### src/rtl/pe_row_ctrl.sv
`default_nettype none
// +------------------------------------------------------------------------+
// | pe_row_ctrl: LSTM-mode sequencer for a row of 8-bit MAC PEs            |
// | Revision: 1.0                                                          |
// +------------------------------------------------------------------------+
module pe_row_ctrl #(
    parameter int NUM_PE    = 4,
    parameter int ADDR_W    = 8,
    parameter int OUT_BQ_DW = 32
) (
    input  logic                 wclk,
    input  logic                 rst_n,
    input  logic [3:0]           seg_state,
    input  logic                 start,
    input  logic                 mode,
    input  logic [ADDR_W-1:0]    vec_len,
    output logic                 busy,
    output logic                 done,
    output logic [2:0]           mult_int8_crl,
    output logic [ADDR_W-1:0]    spad_addr,
    output logic                 spad_rd_en,
    output logic                 had_rd_en,
    input  logic [OUT_BQ_DW-1:0] tail_out,
    output logic [OUT_BQ_DW-1:0] res_data,
    output logic                 res_valid,
    input  logic                 res_ready
);

    localparam logic [3:0] SEG_LSTM  = 4'b0010;
    localparam logic [2:0] CRL_RST   = 3'b000;
    localparam logic [2:0] CRL_MAC   = 3'b001;
    localparam logic [2:0] CRL_XFER  = 3'b011;
    localparam logic [2:0] CRL_HOLD  = 3'b111;
    localparam logic [2:0] CRL_HAD   = 3'b010;
    localparam int         SCNT_W    = (NUM_PE > 1) ? $clog2(NUM_PE) : 1;
    localparam logic [SCNT_W-1:0] SCNT_LAST = SCNT_W'(NUM_PE - 1);

    typedef enum logic [2:0] {
        S_IDLE  = 3'd0,
        S_MAC   = 3'd1,
        S_HAD   = 3'd2,
        S_SHIFT = 3'd3,
        S_CLR   = 3'd4
    } state_t;

    state_t              state_q;
    logic [ADDR_W-1:0]   cnt_q;
    logic [ADDR_W-1:0]   len_q;
    logic [SCNT_W-1:0]   scnt_q;
    logic [2:0]          crl_q;
    logic                busy_q;
    logic                done_q;
    logic [ADDR_W-1:0]   addr_q;
    logic                spad_rd_q;
    logic                had_rd_q;
    logic                valid_q;
    logic [ADDR_W:0]     cnt_d;

    // One bit wider so that vec_len = 2^ADDR_W-1 cannot wrap the compare.
    assign cnt_d = {1'b0, cnt_q} + 1'b1;

    always_ff @(posedge wclk or negedge rst_n) begin
        if (!rst_n) begin
            state_q   <= S_IDLE;
            cnt_q     <= '0;
            len_q     <= '0;
            scnt_q    <= '0;
            crl_q     <= CRL_RST;
            busy_q    <= 1'b0;
            done_q    <= 1'b0;
            addr_q    <= '0;
            spad_rd_q <= 1'b0;
            had_rd_q  <= 1'b0;
            valid_q   <= 1'b0;
        end else if (state_q != S_IDLE && seg_state != SEG_LSTM) begin
            state_q   <= S_IDLE;
            cnt_q     <= '0;
            len_q     <= '0;
            scnt_q    <= '0;
            crl_q     <= CRL_RST;
            busy_q    <= 1'b0;
            done_q    <= 1'b0;
            addr_q    <= '0;
            spad_rd_q <= 1'b0;
            had_rd_q  <= 1'b0;
            valid_q   <= 1'b0;
        end else begin
            case (state_q)
                S_IDLE: begin
                    crl_q  <= CRL_RST;
                    done_q <= 1'b0;
                    if (start && seg_state == SEG_LSTM) begin
                        len_q  <= vec_len;
                        cnt_q  <= '0;
                        scnt_q <= '0;
                        busy_q <= 1'b1;
                        if (mode) begin
                            state_q  <= S_HAD;
                            crl_q    <= CRL_HAD;
                            had_rd_q <= 1'b1;
                        end else if (vec_len != '0) begin
                            state_q   <= S_MAC;
                            crl_q     <= CRL_MAC;
                            addr_q    <= '0;
                            spad_rd_q <= 1'b1;
                        end else begin
                            state_q <= S_SHIFT;
                            valid_q <= 1'b1;
                        end
                    end
                end
                S_MAC: begin
                    if (cnt_q == len_q) begin
                        state_q   <= S_SHIFT;
                        cnt_q     <= '0;
                        spad_rd_q <= 1'b0;
                        valid_q   <= 1'b1;
                        scnt_q    <= '0;
                    end else begin
                        cnt_q <= cnt_d[ADDR_W-1:0];
                        // Drain cycle keeps the last address and drops the strobe.
                        if (cnt_d < {1'b0, len_q}) begin
                            addr_q    <= cnt_d[ADDR_W-1:0];
                            spad_rd_q <= 1'b1;
                        end else begin
                            spad_rd_q <= 1'b0;
                        end
                    end
                end
                S_HAD: begin
                    if (cnt_q == '0) begin
                        cnt_q    <= {{(ADDR_W-1){1'b0}}, 1'b1};
                        had_rd_q <= 1'b0;
                    end else begin
                        state_q <= S_SHIFT;
                        cnt_q   <= '0;
                        valid_q <= 1'b1;
                        scnt_q  <= '0;
                    end
                end
                S_SHIFT: begin
                    if (res_ready) begin
                        if (scnt_q == SCNT_LAST) begin
                            state_q <= S_CLR;
                            scnt_q  <= '0;
                            valid_q <= 1'b0;
                            done_q  <= 1'b1;
                            crl_q   <= CRL_RST;
                        end else begin
                            scnt_q <= scnt_q + 1'b1;
                        end
                    end
                end
                S_CLR: begin
                    state_q <= S_IDLE;
                    done_q  <= 1'b0;
                    busy_q  <= 1'b0;
                end
                default: begin
                    state_q <= S_IDLE;
                    crl_q   <= CRL_RST;
                    busy_q  <= 1'b0;
                    done_q  <= 1'b0;
                    valid_q <= 1'b0;
                end
            endcase
        end
    end

    // Shifting follows res_ready in the same cycle so an accept never costs a bubble.
    assign mult_int8_crl = (state_q == S_SHIFT) ? (res_ready ? CRL_XFER : CRL_HOLD) : crl_q;
    assign busy          = busy_q;
    assign done          = done_q;
    assign spad_addr     = addr_q;
    assign spad_rd_en    = spad_rd_q;
    assign had_rd_en     = had_rd_q;
    assign res_valid     = valid_q;
    assign res_data      = tail_out;

endmodule
`default_nettype wire

### config.mk
export PLATFORM = sky130hd
export DESIGN_NAME = pe_row_ctrl
export DESIGN_NICKNAME = d
export VERILOG_FILES = /design/src/rtl/pe_row_ctrl.sv
export SDC_FILE = /design/constraint.sdc
export NUM_CORES = 1
export LEC_CHECK = 0
export ABC_AREA = 1
export BUFFER_PORTS_ARGS = -buffer_cell sky130_fd_sc_hd__buf_2
export CAP_MARGIN = 10
export CORE_MARGIN = 2
export CORE_UTILIZATION = 35
export CTS_CLUSTER_SIZE = 24
export DETAILED_ROUTE_END_ITERATION = 10
export GPL_TIMING_DRIVEN = 0
export PLACE_DENSITY = 0.62
export SLEW_MARGIN = 40
export SYNTH_ARGS = -nofsm -noshare
export SYNTH_HDL_FRONTEND = slang
export SYNTH_SLANG_ARGS = --single-unit
### constraint.sdc
create_clock -name wclk -period 3.6 [get_ports wclk]
set_input_delay 0.72 -clock wclk [delete_from_list [all_inputs] [get_ports wclk]]
set_output_delay 0.72 -clock wclk [all_outputs]
set_load 0.02 [all_outputs]
Word level (Yosys, flattened, before mapping)
Cells that the tools add are included.

word-level totals
  register bits = 37
  input bits = 49

cells by class
  add/sub/neg operators = 2
  $lt $le $gt $ge = 1
  equality and inequality tests = 24
  mux-type cells = 68
  reductions and logical operators = 26

operator list
  cell                 count
  $mux 8               12
  $ne 3x3->1 const B   12
  $mux 3               11
  $mux 1               25
  $pmux 8 s3           1
  $mux 2               10
  $pmux 8 s2           1
  $pmux 3 s4           1
  $reduce_and 5->1     2
  $add 8x1->9 const B  1
  $lt 9x8->1           1
  $pmux 3 s3           1
  $reduce_bool 3->1    3
  $eq 8x8->1           1
  $logic_not 8->1      1
  $pmux 1 s2           4
  $pmux 2 s4           1
  $reduce_and 4->1     2
  $reduce_and 8->1     1
  $reduce_bool 8->1    1
  $eq 3x2->1 const B   2
  $ne 2x1->1 const B   3
  $reduce_and 2->1     3
  $reduce_and 3->1     2
  other kinds (16)     19

Logic depth before layout (Yosys ltp)
Gate-level depths: netlist of the first run.

  word-level depth = 6
  gate-level depth with buffers = 15

Least setup slack after synthesis of the first run
Ideal clock, no wire load.

  path kind = flip-flop to flip-flop
  from = register cnt_q[0]
  to = register addr_q[0] (netlist: spad_addr[0])
  data arrival time = 2.080 ns
  slack = 1.403 ns
  cell stages (with the launch flop) = 15
  cell sequence = dfrtp_1 ha_1 nand3_1 nor2_1 xor2_1 inv_1 ha_1 a21oi_1 o21bai_1 nor2_1 nand3_1 nand2_2 nand2_4 nand2_1 nand2_1

between the ends
  longest elaborated chain between the ends = 5
  elaborated cells on any way between the ends = 10
  classes of those cells = 1 x add/sub; 1 x order compare; 3 x eq/ne; 4 x mux; 1 x reduce/logical

RTL lines
  what                                                                 RTL line  text
  start: declaration                                                   47        logic [ADDR_W-1:0] cnt_q;
  start signal: assignment                                             120       cnt_q <= cnt_d[ADDR_W-1:0];
  start signal: assignment                                             132       cnt_q <= {{(ADDR_W-1){1'b0}}, 1'b1};
  parallel branches: the longest is 5 deep, another holds $add 8x1->9  -
  end signal: assignment                                               123       addr_q <= cnt_d[ADDR_W-1:0];
  end: declaration                                                     53        logic [ADDR_W-1:0] addr_q;

Several ways; the timed one is not identified. The select of a mux whose other input is x is not followed.
A chain may end at the register's enable or synchronous reset.

Final worst setup path of the first run
  from = register cnt_q[0]
  to = register addr_q[5] (netlist: spad_addr[5])

The elaborated chain is that of the path after synthesis.

==> key figures, run 1 <==
Run status
  – Status: finished clean

Worst setup path
  – Worst EP required: between 3000 and 4000 ps
  – Critical Path Sink: spad_addr[5]$_DFFE_PN0P_
  – Worst path bufs/invs: 1
  – Setup CP Type: reg -> reg
  – CP Depth: 14
  – Worst path cell trace: ha_1 -> nand3_1 -> nor2_1 -> xor2_1 -> inv_1 -> ha_1 -> a21oi_1 -> o21bai_1 -> nor2_1 -> nand3_1 -> nand2_2 -> nand2_4 -> nand2_1 -> nand2_1
  – Delay-heaviest family, CP: simple AND/OR/NAND/NOR gates
  – Worst path slowest cell: dfrtp_1
  – Crit-path max FO: 9
  – Max incr delay on CP: 450 ps
  – Crit path capture type: flip-flop
  – Startpoint types: flip-flop
  – R2r endpoint: spad_addr[5]$_DFFE_PN0P_
  – Worst path arrival time: about 2800 ps
  – Register-to-register setup slack: around 960 ps
  – Worst setup path startpoint: cnt_q[0]$_DFFE_PN0P_
  – Reg2reg path depth: 14
  – Worst reg2reg startpoint: cnt_q[0]$_DFFE_PN0P_

Yosys
  – #FFs+latches synth: 36
  – Register area share after synthesis: 0.344
  – Yosys warns: 0
  – Cell area after synthesis: roughly 0.0026 mm2
  – Mapped Cells: between 300 and 400
  – Mean Syn Cell Area: 7.54 um2
  – Number of distinct library cells after synthesis: 36
  – Syn Nets: a little over 400

Drt
  – DR vias: 2362
  – Routed WL per cell: 11.6 um
  – ANT nets after route: 0
  – Remaining DRCs: 0
  – Met2 wire len: 2.76 mm
  – WL met3: roughly 360 um
  – Drt total wl: 5.99 mm
  – Met1 WL: 2.79 mm
  – Top sig layer: met4
  – Via-to-Cell Ratio: ~4.6
  – Starting DRC count in detailed routing: between 100 and 150
  – First-pass DRT Iterations: 4

STA
  – Hold_ws: 375 ps
  – Final hold vios: 0
  – Final Cycle Share: 0.733
  – Actual slew at the worst max-slew pin: around 470 ps
  – Final Max Slew Viols: 0
  – Setup TNS: 0 ps
  – Setup-failing EPs final: 0
  – Clock Skews: approximately 8.5 ps
  – Peak Freq: ~380 MHz
  – Fin crit period: 2640 ps
  – RSZ-0062 raised after global routing: no
  – Slew headroom: 0.684
  – Setup WS post-layout: approximately 960 ps

Layout
  – Fill cells: 762
  – Most common cell after layout, fill and taps aside: nand2_1
  – Syn-to-layout area delta: 20.8%
  – Final core occ: 0.435
  – Storage cell area: ~900 um2
  – Design area: between 0.003 and 0.004 mm2
  – Share of layout cells above drive strength 1: 0.330
  – Fin cells: ~520
  – Area of the multi-input gates: about 0.0012 mm2
  – Commonest non-fill, non-tap cells in the layout: 84 x nand2_1, 64 x buf_2, 51 x inv_1
  – Antenna Cells: 0
  – # nets final: approximately 480

Power
  – Comb pwr share: 0.489
  – Share of power burned in registers: 0.312
  – Power per standard cell area: 500 mW/mm2
  – P_sw: approximately 690 uW
  – Max VDD drop: around 0.18 mV
  – Net Sw Frac: 0.438
  – Clock power frac: 0.200
  – Internal power: 886 uW
  – Final total power: about 1.6 mW
  – Leak Pwr: between 1.5 and 2 nW

Clock tree
  – Maximum clock path buffer count: 2
  – Post-CTS Setup Bufs: 0
  – CTS Buf Count: 5
  – H-tree levels: 2
  – Clock slew at reported path FFs: ~80 ps
  – Worst-skew pair later-pin latency: slightly below 300 ps
  – Clock Sinks: 36
  – CTS Root Cell: clkbuf_8
  – Post-CTS Hold Buffers: 0
  – CTS tree: done
  – Cts repair resizes: 0

Placed design
  – Worst slack, placed: 984 ps
  – DP HPWL: 4.79 mm
  – GPL Wtd Cong: 0.857
  – Cells after DPL: 510
  – # port buffers: 64
  – Cell area after placement: ~0.0031 mm2

Flow run
  – Max-Cap Viols: 0

Min path
  – Worst hold-check path type: in -> async

GRT
  – Vias in the first global route: approximately 2300
  – Total gr overflow: 0
  – Initial antenna violation count: 0
  – Gr usage total: 0.148
  – Maximum number of pins on one net before global-route repair: 37
  – Global-route wire length before repair: 10.1 mm

Die
  – Total Die Area: 0.00818 mm2
  – Die Height: about 90 um
  – Initial Util: 0.361
  – Row Count: 31
  – Die X: between 90 and 100 um
  – Core area: a little over 0.007 mm2
  – IO Pins: 97
==> layer usage <==
layer,global-route usage,vias to the layer above
li1,-,1212
met1,0.186,1064
met3,0.0326,6
met4,0.0423,0
met5,0,-
met2,0.256,80
==> layout make-up <==
cell class,instances,share of cell area
sequential,36,0.285
multi-input combinational,219,0.389
inverter,58,0.0725
clock buffer,7,0.0305
tap,99,0.0392
buffer,34,0.0812
timing repair buffer,64,0.102
==> power groups by stage <==
stage               sequential [mW]  combinational [mW]  clock (mW)
floorplan                     0.513               0.575           0
global placement              0.498               0.760           0
detailed placement            0.499               0.770           0
CTS                           0.491               0.773       0.321
global route                  0.497               0.863       0.334
finish                        0.491               0.771       0.315
==> worst register-to-register path: cells and delay by family (launching register included) <==
| family | cells | cell delay [ps] |
|---|---|---|
| adder cells (fa/ha/maj) | 2 | 510 |
| AO/OA/AOI/OAI | 2 | 230 |
| AND/OR/NAND/NOR | 8 | 980 |
| XOR/XNOR | 1 | 280 |
| flip-flops | 1 | 450 |
| buffers and inverters | 1 | 80 |
==> cell usage after synthesis <==
master	number	area share
a21oi_1	4	0.0077
a21oi_4	1	0.0062
a31oi_1	1	0.0024
and2_1	1	0.0024
buf_2	1	0.0019
buf_4	32	0.092
buf_6	1	0.0043
clkinv_2	1	0.0019
clkinv_4	1	0.0033
dfrtp_1	36	0.34
ha_1	11	0.053
inv_1	51	0.073
inv_2	3	0.0043
inv_4	2	0.0048
nand2_1	84	0.12
nand2_2	6	0.014
nand2_4	2	0.0086
nand3_1	19	0.036
nand3_2	1	0.0038
nand3_4	1	0.0067
nand3b_1	1	0.0029
nand4_1	8	0.019
nor2_1	28	0.040
nor2_2	2	0.0048
nor2_4	4	0.017
nor2_8	2	0.015
nor3_1	5	0.0096
nor3_2	1	0.0038
nor3b_1	1	0.0029
o21ai_0	8	0.015
o21ai_1	1	0.0019
o21ai_2	6	0.020
o21bai_1	3	0.0086
o22ai_1	14	0.033
o31ai_1	1	0.0029
xor2_1	3	0.010
==> flip-flops by register name, summed over array words and instances (netlist names) <==
name / count
done: 1
had_rd_en: 1
res_valid: 1
crl_q: 2
state_q: 3
spad_addr: 8
cnt_q: 8
spad_rd_en: 1
len_q: 8
scnt_q: 2
busy: 1
==> cells by family (layout without fill, tap and decap cells) <==
kind of cell | Yosys count | in the layout | synth area share
simple gates | 166 | 166 | 0.309
buf+inv | 92 | 163 | 0.186
compound gates | 39 | 39 | 0.0986
flops | 36 | 36 | 0.344
fa+ha+maj | 11 | 11 | 0.0526
xor+xnor | 3 | 3 | 0.0100
==> how the worst min path moves through the flow <==
stage | from | to | slack [ps] | cells past startpoint
2_1_floorplan | rst_n | busy$_DFFE_PN0P_ | 420 | 0
3_3_place_gp | spad_addr[7]$_DFFE_PN0P_ | spad_addr[7]$_DFFE_PN0P_ | 460 | 2
5_1_grt | rst_n | scnt_q[0]$_DFFE_PN0P_ | 410 | 1
3_5_place_dp | spad_addr[4]$_DFFE_PN0P_ | spad_addr[4]$_DFFE_PN0P_ | 460 | 2
6_report | rst_n | scnt_q[1]$_DFFE_PN0P_ | 370 | 1
4_1_cts | spad_addr[4]$_DFFE_PN0P_ | spad_addr[4]$_DFFE_PN0P_ | 480 | 2
No activity file was read; power rests on OpenSTA's default activity.
==> run 2: changes to the inputs <==
==> constraint.sdc (replaced) <==
create_clock -name wclk -period 2.45 [get_ports wclk]
set_input_delay 0.49 -clock wclk [delete_from_list [all_inputs] [get_ports wclk]]
set_output_delay 0.49 -clock wclk [all_outputs]
set_load 0.02 [all_outputs]
==> run 2 against run 1 <==
Wire length increased by 3.3%. Total power is 51% higher. Sequential share of layout area down 1.3 points. First-iteration DRC count rose by 7.1%. Worst setup slack lost 830 ps. Sequential power rose by 48%. Cell area is 5.0% higher. Register-to-register slack worse by 830 ps. Clock-buffer cell count is the same. Critical path depth did not move. Largest cell class unchanged. Largest power group unchanged.
==> key figures, run 2 (same netlist as run 1, synthesis figures left out) <==
Min path
  – Worst hold-check path type: in -> async (unchanged)

STA
  – Peak Freq: 431 MHz (was 379 MHz)
  – Slew headroom: 0.690 (was 0.684)
  – Fin crit period: 2320 ps (was 2640 ps)
  – Setup-failing EPs final: 0 (unchanged)
  – Final Max Slew Viols: 0 (unchanged)
  – Hold_ws: 150 ps (was 375 ps)
  – Actual slew at the worst max-slew pin: 464 ps (was 473 ps)
  – Clock Skews: 7.79 ps (was 8.49 ps)
  – Final hold vios: 0 (unchanged)
  – Final Cycle Share: 0.947 (was 0.733)

Worst setup path
  – Worst path cell trace: ha_4 -> nand3_4 -> nor2_4 -> xor2_2 -> inv_1 -> ha_1 -> a21oi_2 -> o21bai_1 -> nor2_1 -> nand3_2 -> nand2_4 -> nand2_4 -> nand2_1 -> nand2_1 (was ha_1 -> nand3_1 -> nor2_1 -> xor2_1 -> inv_1 -> ha_1 -> a21oi_1 -> o21bai_1 -> nor2_1 -> nand3_1 -> nand2_2 -> nand2_4 -> nand2_1 -> nand2_1)
  – Reg2reg path depth: 14 (unchanged)
  – Worst setup path startpoint: cnt_q[0]$_DFFE_PN0P_ (unchanged)
  – Worst path arrival time: 2500 ps (was 2820 ps)
  – Critical Path Sink: spad_addr[5]$_DFFE_PN0P_ (unchanged)
  – Register-to-register setup slack: 130 ps (was 960 ps)
  – Worst reg2reg startpoint: cnt_q[0]$_DFFE_PN0P_ (unchanged)
  – Crit path capture type: flip-flop (unchanged)
  – Worst path slowest cell: dfrtp_2 (was dfrtp_1)
  – Worst EP required: 2630 ps (was 3780 ps)
  – R2r endpoint: spad_addr[5]$_DFFE_PN0P_ (unchanged)
  – Startpoint types: flip-flop (unchanged)
  – Max incr delay on CP: 440 ps (was 450 ps)
  – Crit-path max FO: 8 (was 9)
  – Setup CP Type: reg -> reg (unchanged)

Die
  – Die Height: 90.4 um (unchanged)
  – Die X: 90.4 um (unchanged)
  – Row Count: 31 (unchanged)
  – Core area: 0.00725 mm2 (unchanged)
  – Initial Util: 0.361 (unchanged)
  – Total Die Area: 0.00818 mm2 (unchanged)
  – IO Pins: 97 (unchanged)

Layout
  – Design area: 0.00331 mm2 (was 0.00316 mm2)
  – # nets final: 489 (was 478)
  – Commonest non-fill, non-tap cells in the layout: 83 x nand2_1, 64 x buf_2, 51 x inv_1 (was 84 x nand2_1, 64 x buf_2, 51 x inv_1)
  – Most common cell after layout, fill and taps aside: nand2_1 (unchanged)
  – Final core occ: 0.457 (was 0.435)
  – Share of layout cells above drive strength 1: 0.375 (was 0.330)
  – Fin cells: 528 (was 517)
  – Antenna Cells: 0 (unchanged)
  – Syn-to-layout area delta: 26.7% (was 20.8%)

Placed design
  – # port buffers: 64 (unchanged)
  – Cells after DPL: 510 (unchanged)
  – Cell area after placement: 0.00306 mm2 (unchanged)
  – GPL Wtd Cong: 0.857 (unchanged)
  – DP HPWL: 4.79 mm (unchanged)

Flow run
  – Max-Cap Viols: 0 (unchanged)

GRT
  – Maximum number of pins on one net before global-route repair: 37 (unchanged)
  – Vias in the first global route: 2321 (was 2278)
  – Global-route wire length before repair: 10.2 mm (was 10.1 mm)
  – Initial antenna violation count: 0 (unchanged)
  – Total gr overflow: 0 (unchanged)
  – Gr usage total: 0.151 (was 0.148)

Clock tree
  – Maximum clock path buffer count: 2 (unchanged)
  – CTS Root Cell: clkbuf_8 (unchanged)
  – Clock slew at reported path FFs: 80 ps (about the same)
  – CTS Buf Count: 5 (unchanged)
  – H-tree levels: 2 (unchanged)
  – CTS tree: done (unchanged)
  – Worst-skew pair later-pin latency: 290 ps (about the same)
  – Clock Sinks: 36 (unchanged)

Power
  – Leak Pwr: 1.85 nW (was 1.79 nW)
  – Max VDD drop: 0.271 mV (was 0.185 mV)
  – Power per standard cell area: 717 mW/mm2 (was 500 mW/mm2)
  – Final total power: 2.38 mW (was 1.58 mW)

Drt
  – Routed WL per cell: 11.7 um (was 11.6 um)
  – Remaining DRCs: 0 (unchanged)
  – First-pass DRT Iterations: 4 (unchanged)
  – Via-to-Cell Ratio: 4.60 (was 4.57)
  – DR vias: 2428 (was 2362)
  – ANT nets after route: 0 (unchanged)
  – Starting DRC count in detailed routing: 135 (was 126)
  – Drt total wl: 6.18 mm (was 5.99 mm)

Run status
  – Status: finished clean (unchanged)
[run 2: repair_timing]
action,in CTS,in global routing
setup buffers,6,4
cloned,1,0
resized for setup,4,15
pin swaps,2,5
setup endpoints to repair,8,9
hold buffers,0,0
[run 2: routing by layer]
metal	global-route usage	part of all wire	wire length (um)	vias up
met5	0	0	0	-
met4	0.0423	0.011	68	0
met3	0.0326	0.063	387	6
met2	0.261	0.48	2960	93
met1	0.189	0.45	2770	1090
li1	-	-	-	1239
[run 2: how the worst min path moves through the flow]
stage | startpoint | endpoint | slack (ps) | cells after the start
after CTS | rst_n | scnt_q[0]$_DFFE_PN0P_ | 320 | 1
after detailed placement | spad_addr[4]$_DFFE_PN0P_ | spad_addr[4]$_DFFE_PN0P_ | 460 | 2
after global routing | rst_n | scnt_q[0]$_DFFE_PN0P_ | 180 | 1
final | rst_n | scnt_q[1]$_DFFE_PN0P_ | 150 | 1
after floorplan | rst_n | busy$_DFFE_PN0P_ | 190 | 0
after global placement | spad_addr[7]$_DFFE_PN0P_ | spad_addr[7]$_DFFE_PN0P_ | 460 | 2
[run 2: final cells by class]
type / count / area (um2)
plain buffers: 34 / 256
multi-input cells: 220 / 1310
inverters: 58 / 229
clock buffers: 7 / 96.3
repair buffers: 74 / 398
fillers: 738 / 3940
well taps: 99 / 124
flip-flops and latches: 36 / 903
[run 2: critical path: cells and delay by family (launching register included)]
kind / cells / cell delay (ps)
XOR/XNOR: 1 / 170
AO/OA/AOI/OAI: 2 / 210
AND/OR/NAND/NOR: 8 / 860
flip-flops: 1 / 440
adder cells (fa/ha/maj): 2 / 470
buffers and inverters: 1 / 60
[run 2: per-stage QoR]
stage               TNS [ps]  setup slack (ps)
detailed placement     -1230              -166
CTS                        0              3.37
global route           -9.22             -9.22
finish                     0               129
global placement       -1020              -129
floorplan                  0               253
[run 2: power by group]
| group | internal [mW] | total, mW | switching (mW) |
|---|---|---|---|
| Combinational | 0.421 | 1.19 | 0.766 |
| Clock | 0.251 | 0.462 | 0.212 |
| Sequential | 0.661 | 0.727 | 0.0657 |
